File: src/rtl/clk_div_pkg.sv
// Shared types and helpers for the programmable clock divider.
// Optional build macro: CLK_DIV_SYNC_EN (adds a global phase-align input).
package clk_div_pkg;

    // Widest ratio the helper below can handle; DIV_W must not exceed this.
    localparam int MAX_DIV_W = 32;

    typedef enum logic [1:0] {
        IDLE = 2'd0,
        RUN  = 2'd1,
        STOP = 2'd2
    } chan_state_t;

    // Length of the high phase for a given ratio: odd ratios get the extra cycle high.
    function automatic logic [MAX_DIV_W:0] high_len(input logic [MAX_DIV_W-1:0] div);
        return ({1'b0, div} + 1'b1) >> 1;
    endfunction

endpackage

File: src/rtl/clk_div_chan.sv
// One divider channel: run/stop FSM, period counter, active and pending ratio,
// registered divided output and period-start tick.
// Optional build macro: CLK_DIV_SYNC_EN (adds the sync restart input).
module clk_div_chan
    import clk_div_pkg::*;
#(
    parameter int DIV_W       = 16,
    parameter int DEFAULT_DIV = 2
) (
    input  logic             clk,
    input  logic             reset,
    input  logic             en,
    input  logic             load,
    input  logic [DIV_W-1:0] div_in,
`ifdef CLK_DIV_SYNC_EN
    input  logic             sync,
`endif
    output logic             clk_div,
    output logic             tick,
    output logic             pend,
    output logic             err
);

    chan_state_t      state_q, state_d;
    logic [DIV_W-1:0] cnt_q, cnt_d;
    logic [DIV_W-1:0] cur_div_q, cur_div_d;
    logic [DIV_W-1:0] nxt_div_q, nxt_div_d;
    logic             pend_q, pend_d;
    logic             err_q, err_d;
    logic             clk_div_q, clk_div_d;
    logic             tick_q, tick_d;

    logic             sync_i;
    logic             load_ok;
    logic             wrap;
    logic [MAX_DIV_W:0] hi;

`ifdef CLK_DIV_SYNC_EN
    assign sync_i = sync;
`else
    assign sync_i = 1'b0;
`endif

    // A zero ratio is never accepted; it only raises the sticky error.
    assign load_ok = load && (div_in != '0);
    // Last cycle of the current period.
    assign wrap    = (cnt_q == cur_div_q - DIV_W'(1));
    assign hi      = high_len(MAX_DIV_W'(cur_div_q));

    // Next-state, counter, ratio bookkeeping and output computation.
    always_comb begin
        state_d   = state_q;
        cnt_d     = cnt_q;
        cur_div_d = cur_div_q;
        nxt_div_d = nxt_div_q;
        pend_d    = pend_q;
        err_d     = err_q;
        clk_div_d = 1'b0;
        tick_d    = 1'b0;

        if (load && (div_in == '0)) begin
            err_d = 1'b1;
        end

        case (state_q)
            IDLE: begin
                if (load_ok) begin
                    cur_div_d = div_in;
                end
                if (en) begin
                    state_d   = RUN;
                    cnt_d     = '0;
                    clk_div_d = 1'b1;
                    tick_d    = 1'b1;
                end
            end
            default: begin
                if (sync_i || wrap) begin
                    // Period boundary (or forced restart): a same-cycle load wins
                    // over an older pending ratio.
                    if (load_ok) begin
                        cur_div_d = div_in;
                        pend_d    = 1'b0;
                    end else if (pend_q) begin
                        cur_div_d = nxt_div_q;
                        pend_d    = 1'b0;
                    end
                    cnt_d = '0;
                    if (sync_i || en) begin
                        // A forced restart keeps a stopping channel stopping.
                        state_d   = (sync_i && !en) ? STOP : RUN;
                        clk_div_d = 1'b1;
                        tick_d    = 1'b1;
                    end else begin
                        state_d = IDLE;
                    end
                end else begin
                    cnt_d     = cnt_q + DIV_W'(1);
                    state_d   = en ? RUN : STOP;
                    clk_div_d = ((MAX_DIV_W+1)'(cnt_d) < hi);
                    if (load_ok) begin
                        nxt_div_d = div_in;
                        pend_d    = 1'b1;
                    end
                end
            end
        endcase
    end

    // State and output registers; reset forces everything low at once.
    always_ff @(posedge clk or posedge reset) begin
        if (reset) begin
            state_q   <= IDLE;
            cnt_q     <= '0;
            cur_div_q <= DIV_W'(DEFAULT_DIV);
            nxt_div_q <= '0;
            pend_q    <= 1'b0;
            err_q     <= 1'b0;
            clk_div_q <= 1'b0;
            tick_q    <= 1'b0;
        end else begin
            state_q   <= state_d;
            cnt_q     <= cnt_d;
            cur_div_q <= cur_div_d;
            nxt_div_q <= nxt_div_d;
            pend_q    <= pend_d;
            err_q     <= err_d;
            clk_div_q <= clk_div_d;
            tick_q    <= tick_d;
        end
    end

    assign clk_div = clk_div_q;
    assign tick    = tick_q;
    assign pend    = pend_q;
    assign err     = err_q;

endmodule

File: src/rtl/clk_div_prog.sv
// Multi-channel runtime-programmable clock divider: CHANNELS independent
// clk_div_chan instances, each taking its own DIV_W-bit slice of div_in.
// Optional build macro: CLK_DIV_SYNC_EN (sync input phase-aligns all running channels).
module clk_div_prog
    import clk_div_pkg::*;
#(
    parameter int CHANNELS    = 4,
    parameter int DIV_W       = 16,
    parameter int DEFAULT_DIV = 2
) (
    input  logic                      clk,
    input  logic                      reset,
    input  logic [CHANNELS-1:0]       en,
    input  logic [CHANNELS-1:0]       load,
    input  logic [CHANNELS*DIV_W-1:0] div_in,
`ifdef CLK_DIV_SYNC_EN
    input  logic                      sync,
`endif
    output logic [CHANNELS-1:0]       clk_div,
    output logic [CHANNELS-1:0]       tick,
    output logic [CHANNELS-1:0]       pend,
    output logic [CHANNELS-1:0]       err
);

    genvar gi;
    generate
        for (gi = 0; gi < CHANNELS; gi++) begin : g_chan
            clk_div_chan #(
                .DIV_W      (DIV_W),
                .DEFAULT_DIV(DEFAULT_DIV)
            ) u_chan (
                .clk    (clk),
                .reset  (reset),
                .en     (en[gi]),
                .load   (load[gi]),
                .div_in (div_in[gi*DIV_W +: DIV_W]),
`ifdef CLK_DIV_SYNC_EN
                .sync   (sync),
`endif
                .clk_div(clk_div[gi]),
                .tick   (tick[gi]),
                .pend   (pend[gi]),
                .err    (err[gi])
            );
        end
    endgenerate

endmodule

File: config.mk
export PLATFORM = sky130hd
export DESIGN_NAME = clk_div_prog
export DESIGN_NICKNAME = d
export VERILOG_FILES = /design/src/rtl/clk_div_pkg.sv /design/src/rtl/clk_div_chan.sv /design/src/rtl/clk_div_prog.sv
export SDC_FILE = /design/constraint.sdc
export NUM_CORES = 1
export LEC_CHECK = 0
export ABC_AREA = 0
export ABC_CLOCK_PERIOD_IN_PS = 12550
export BUFFER_PORTS_ARGS = -buffer_cell sky130_fd_sc_hd__buf_2
export CELL_PAD_IN_SITES_DETAIL_PLACEMENT = 0
export CELL_PAD_IN_SITES_GLOBAL_PLACEMENT = 1
export CORE_ASPECT_RATIO = 1.1
export CORE_MARGIN = 3
export CORE_UTILIZATION = 50
export DETAILED_ROUTE_END_ITERATION = 8
export PLACE_DENSITY = 0.88
export SYNTH_ARGS = -nofsm -noshare
export SYNTH_HDL_FRONTEND = slang
export SYNTH_SLANG_ARGS = --single-unit
File: constraint.sdc
create_clock -name clk -period 12.55 [get_ports clk]
set_clock_uncertainty 0.1 [all_clocks]
set_input_delay 1.8825 -clock clk [delete_from_list [all_inputs] [get_ports clk]]
set_output_delay 1.8825 -clock clk [all_outputs]
set_load 0.005 [all_outputs]
Yosys cells after proc, flatten, opt, wreduce, memory -nomap -nowiden:

Cells that the tools add are included.

* RAM bits: 0
* memories: 0
* latch bits: 0
* bits in read-only memories: 0
* input port bits: 74
* register bits after elaboration: 216
* word-level logic and storage cells: 192
* output and inout bits: 16

* shift operators: 0
* $add $sub $neg: 12
* order comparisons: 4
* div/mod/pow operators: 0
* multiplexer cells: 80
* reduce and logical (&&, ||, !) cells: 44
* bitwise logic cells: 8
* $mul: 0
* eq/ne operators: 12

Operators by type and width (number)
* 16-bit two-way mux: 32
* 16-bit by 32-bit < comparator with 1-bit output: 4
* 16-bit by 1-bit adder with 17-bit output, second input constant: 4
* 16-bit by 1-bit adder with 16-bit output, second input constant: 4
* 16-bit == test: 4
* 16-bit logical NOT: 4
* 16-bit nonzero test: 4
* 16-bit by 1-bit subtractor with 16-bit output, second input constant: 4
* 1-bit two-way mux: 32
* 2-bit two-way mux: 16
* 3-bit AND reduction: 8
* 2-bit nonzero test: 12
* 1-bit logical AND: 8
* 2-bit logical NOT: 4
* 2-bit by 1-bit inequality test with 1-bit output, second input constant: 4
* 2-bit inequality test, second input constant: 4
* 1-bit NOT: 8
* 2-bit AND reduction: 4

Longest topological paths before layout:

* depth after elaboration: 5
* gate-level depth with buffers: 15
* mapped depth without buffers: 13

Modules after synthesis:

From an unflattened synthesis, not the netlist that was laid out.

* cells, all modules: 1786
* area total of the unflattened synthesis: 16484.6 um^2

By module, submodules not included
* clk_div_chan at g_chan[0].u_chan ...: sequential area each 1352.5 um^2, instances 3, cells an instance 457, area each 4200.3 um^2
* clk_div_chan at g_chan[2].u_chan: sequential area each 1352.5 um^2, instances 1, cells an instance 415, area each 3883.7 um^2

Worst setup path before layout:

Ideal clock, no wire load.

* kind: in2reg
* start: input port div_in[18]
* end: register g_chan[1].u_chan.cur_div_q[2]
* stages: 7
* slack: 8.432 ns
* arrival time: 3.890 ns
* path buffers: 1
* data required time: 12.322 ns
* setup time: 0.128 ns
* cells stage by stage: nor4_1 nand4_1 and2_0 nor2_1 clkbuf_1 mux2_2 mux2_1

* word-level cells in the longest chain between the ends: 5
* elaborated cells between the ends (all ways): 9
* those cells by class: eq/ne: 1; mux: 4; reduce/logical: 4

Ends and longest elaborated chain
* from (decl): RTL line clk_div_prog.sv:15 `input logic [CHANNELS*DIV_W-1:0] div_in,`
* 16-bit nonzero test: RTL line clk_div_chan.sv:45 `assign load_ok = load && (div_in != '0);`
* 1-bit logical AND: RTL line clk_div_chan.sv:45
* 16-bit two-way mux: RTL line clk_div_chan.sv:81 `if (load_ok) begin`
* 16-bit two-way mux: RTL line clk_div_chan.sv:78 `if (sync_i || wrap) begin`
* 16-bit two-way mux: RTL line clk_div_chan.sv:65 `case (state_q)`
* to (signal assigned): RTL line clk_div_chan.sv:115 `cur_div_q <= DIV_W'(DEFAULT_DIV);`
* to (signal assigned): RTL line clk_div_chan.sv:124 `cur_div_q <= cur_div_d;`
* to (decl): RTL line clk_div_chan.sv:26 `logic [DIV_W-1:0] cur_div_q, cur_div_d;`

Several ways; a longest one is shown, not always the timed one. The select of a mux whose other input is x is not followed.
A chain may end at the register's enable or synchronous reset.

Worst setup path after layout:

* start: register g_chan[3].u_chan.cur_div_q[1]
* end: register g_chan[3].u_chan.nxt_div_q[3]

* word-level cells in the longest chain between the ends: 4

Ends and longest elaborated chain
* from (decl): RTL line clk_div_chan.sv:26
* from (signal assigned): RTL line clk_div_chan.sv:115
* from (signal assigned): RTL line clk_div_chan.sv:124
* 16-bit by 1-bit subtractor with 16-bit output: RTL line clk_div_chan.sv:47 `assign wrap = (cnt_q == cur_div_q - DIV_W'(1));`
* 16-bit == test: RTL line clk_div_chan.sv:47
* 1-bit NOT (no source line)
* 3-bit AND reduction (no source line)
* to (signal assigned): RTL line clk_div_chan.sv:125 `nxt_div_q <= nxt_div_d;`
* to (decl): RTL line clk_div_chan.sv:27 `logic [DIV_W-1:0] nxt_div_q, nxt_div_d;`

No other way between the ends.

==> metrics.yaml <==
status:
  status: "completed"
placement:
  dp_hpwl_um: 24200
  portBuffers: 89
  place_congestion: 0.873
final_layout:
  mostFrequentLayoutCells: "dfrtp_1 (212), nand2_1 (135), mux2_2 (94)"
  syn_to_final_growth_pct: 7.99
  layout_commonest_cell: "dfrtp_1"
  fin_nets: 1706
  antennaDiodeCount: 0
  drive_above_1_share_pct: 16.9
grt:
  grt_antenna_before_repair: 0
  grt_overflow: 0
  gr-usage-all-layers_pct: 20.3
  grt_max_degree: 84
  grt_pass1_vias: 11183
  grt_pass1_wl_um: 55200
routing:
  wl_per_cell_um: 16.6
  first_iter_violations: 623
  firstDrtPassIters: 7
  vias: 11308
  wirelength_um: 32400
  ant_nets: 0
  drc: 0
  avgViaCountPerCell: 5.81
sta:
  final-hold-violation-count: 0
  tns_ns: 0
  worst_pin_slew_ns: 1.24
  rsz0062_at_grt: "false"
  timing.fmax_ghz: 0.230
  drv_slew: 0
  hold_slack_ns: 0.377
  finalCriticalPeriod_ns: 4.34
  maxSlewHeadroom_pct: 17.0
  setup_violations: 0
  min_period_over_period_pct: 34.6
clock_network:
  cts_setup_buffers: 0
  root_buffer: "clkbuf_16"
  cts.sinks: 216
  cts_tree: "built"
  cts_buffer_depth: 3
  cts_hold_buf: 0
  cts.clk_slew.worst_paths_ns: 0.06
  cts_resized: 0
  htree_levels: 1
  numCtsBuffers: 25
  clk_latency_ns: 0.52
critical_path:
  startpoint_type: "flop"
  end_kind: "flop"
  critPathRequiredTime_ns: 12.85
  cpMaxStageDelayCell: "a2111oi_0"
  worstPathCellList: "inv_1 > ha_1 > xor2_1 > nor2_1 > a21oi_1 > a2111oi_0 > or4b_4 > o21ai_4 > or2_1 > mux2_2"
  critPathMaxFanout: 27
  critPathKind: "reg -> reg"
  critical-path-top-delay-family: "simple AND/OR/NAND/NOR gates"
  arrival_ns: 4.64
  path_buf_inv: 1
  critical-path-max-stage-delay_ns: 0.67
synthesis:
  synth_edf_count: 0
  netlist_instances: 1556
  yosysUniqueCellTypes: 81
  yosysWarningCount: 0
  synth-main-ff-cell: "dfrtp_1"
  syn_nets: 1702
  synth_area_um2: 14800
  synthArstFlopShare_pct: 100
  synth.avg_cell_area_um2: 9.53
  yosys_register_bits: 216
  seq_area_frac_synth_pct: 36.5
pwr:
  power_w: 0.00227
  leakagePower_nw: 7.16
  peakVddDrop_v: 0.000109
  power_density_nw_per_um2: 142
die:
  num_rows: 65
  die_y_um: 187
  dieArea_um2: 31800
  fp.dieW_um: 170
  coreArea_um2: 29000
  pin_count: 90
  initial_core_util_pct: 51.2
worst_hold_path:
  hp-class: "reg -> reg"
flow_run:
  max_cap_violations: 0
[cell usage after synthesis (all sizes together), types with 13 or more instances]
| library cell | n | share of area [%] |
|---|---|---|
| nor3 | 30 | 1.1 |
| nand2b | 32 | 1.4 |
| ha | 72 | 6.1 |
| a21oi | 63 | 2.2 |
| buf | 47 | 2.1 |
| a21o | 33 | 1.7 |
| a22o | 20 | 1.2 |
| or3 | 13 | 0.55 |
| o21ai | 34 | 1.2 |
| a31oi | 21 | 0.89 |
| or2 | 16 | 0.68 |
| nor2 | 86 | 2.2 |
| inv | 34 | 0.86 |
| and3 | 26 | 1.1 |
| clkbuf | 71 | 1.8 |
| xnor2 | 87 | 5.1 |
| nand2 | 136 | 3.5 |
| nand3 | 67 | 2.3 |
| a221o | 16 | 1.1 |
| nor4 | 30 | 1.6 |
| a21boi | 15 | 0.76 |
| mux2 | 108 | 8.2 |
| nand4 | 30 | 1.3 |
| dfrtp | 212 | 36 |
| xor2 | 84 | 5.0 |
| mux2i | 46 | 3.1 |
[stage by stage]
stage	instances	setup slack [ns]	utilization, %	instance area (µm²)
floorplan	1556	4.67	-	14800
global placement	1901	7.73	52.5	15200
detailed placement	1901	7.71	52.5	15200
CTS	1945	8.19	55.3	16000
global route	1945	8.00	55.3	16000
finish	1945	8.21	55.3	16000
[sequential cells by signal, summed over array words and instances (netlist names)]
signal	flops
g_chan.u_chan.cnt_q	64
g_chan.u_chan.clk_div	4
g_chan.u_chan.err	4
g_chan.u_chan.pend	4
g_chan.u_chan.cur_div_q	64
g_chan.u_chan.nxt_div_q	64
g_chan.u_chan.tick	4
g_chan.u_chan.state_q	8
[path summary, 6_finish.rpt]
kind	startpoint	endpoint	slack, ns	cells after the start
min in group asynchronous	reset	g_chan[2].u_chan.state_q[1]	1.35	2
max in group asynchronous	reset	g_chan[0].u_chan.nxt_div_q[4]	8.97	4
worst max register to register	g_chan[3].u_chan.cur_div_q[1]	g_chan[3].u_chan.nxt_div_q[3]	8.21	10
worst min register to register	g_chan[3].u_chan.err	g_chan[3].u_chan.err	0.38	1
worst min-delay path	g_chan[3].u_chan.err	g_chan[3].u_chan.err	0.38	1
worst max-delay path	g_chan[3].u_chan.cur_div_q[1]	g_chan[3].u_chan.nxt_div_q[3]	8.21	10
[power breakdown]
group          switching [W]  total [W]  internal (W)
logic               0.000299   0.000598      0.000299
registers           0.000176   0.000974      0.000798
clock network       0.000282   0.000703      0.000421
total               0.000757    0.00227       0.00152
[cells by family (layout without fill, tap and decap cells)]
family	Yosys count	count (layout)	synth area share (%)
and+or+nand+nor	526	526	18.8
AOI/OAI and AO/OA	265	265	12.5
DFF	216	216	36.5
xor gates and xnor gates	171	171	10.1
muxes	154	154	11.3
buffers and inverters	152	173	4.75
adders and majority gates	72	72	6.08
[metal layers]
metal / track usage (%) / part of all wire (%) / vias up / wire length, µm
li1: - / - / 5572 / -
met1: 28.1 / 47 / 5523 / 15100
met2: 34.5 / 49 / 174 / 15700
met3: 2.61 / 3.2 / 39 / 1050
met4: 3.75 / 1.6 / 0 / 510
met5: 0 / 0 / - / 0
[final cells by class]
| class | instances | area, µm² |
|---|---|---|
| sequential | 216 | 5410 |
| clock inverter | 7 | 70.1 |
| timing repair buffer | 95 | 490 |
| tap | 368 | 460 |
| clock buffer | 37 | 731 |
| multi-input combinational | 1188 | 8710 |
| fill | 2646 | 12900 |
| inverter | 34 | 135 |
(Power assumes the default switching activity.)
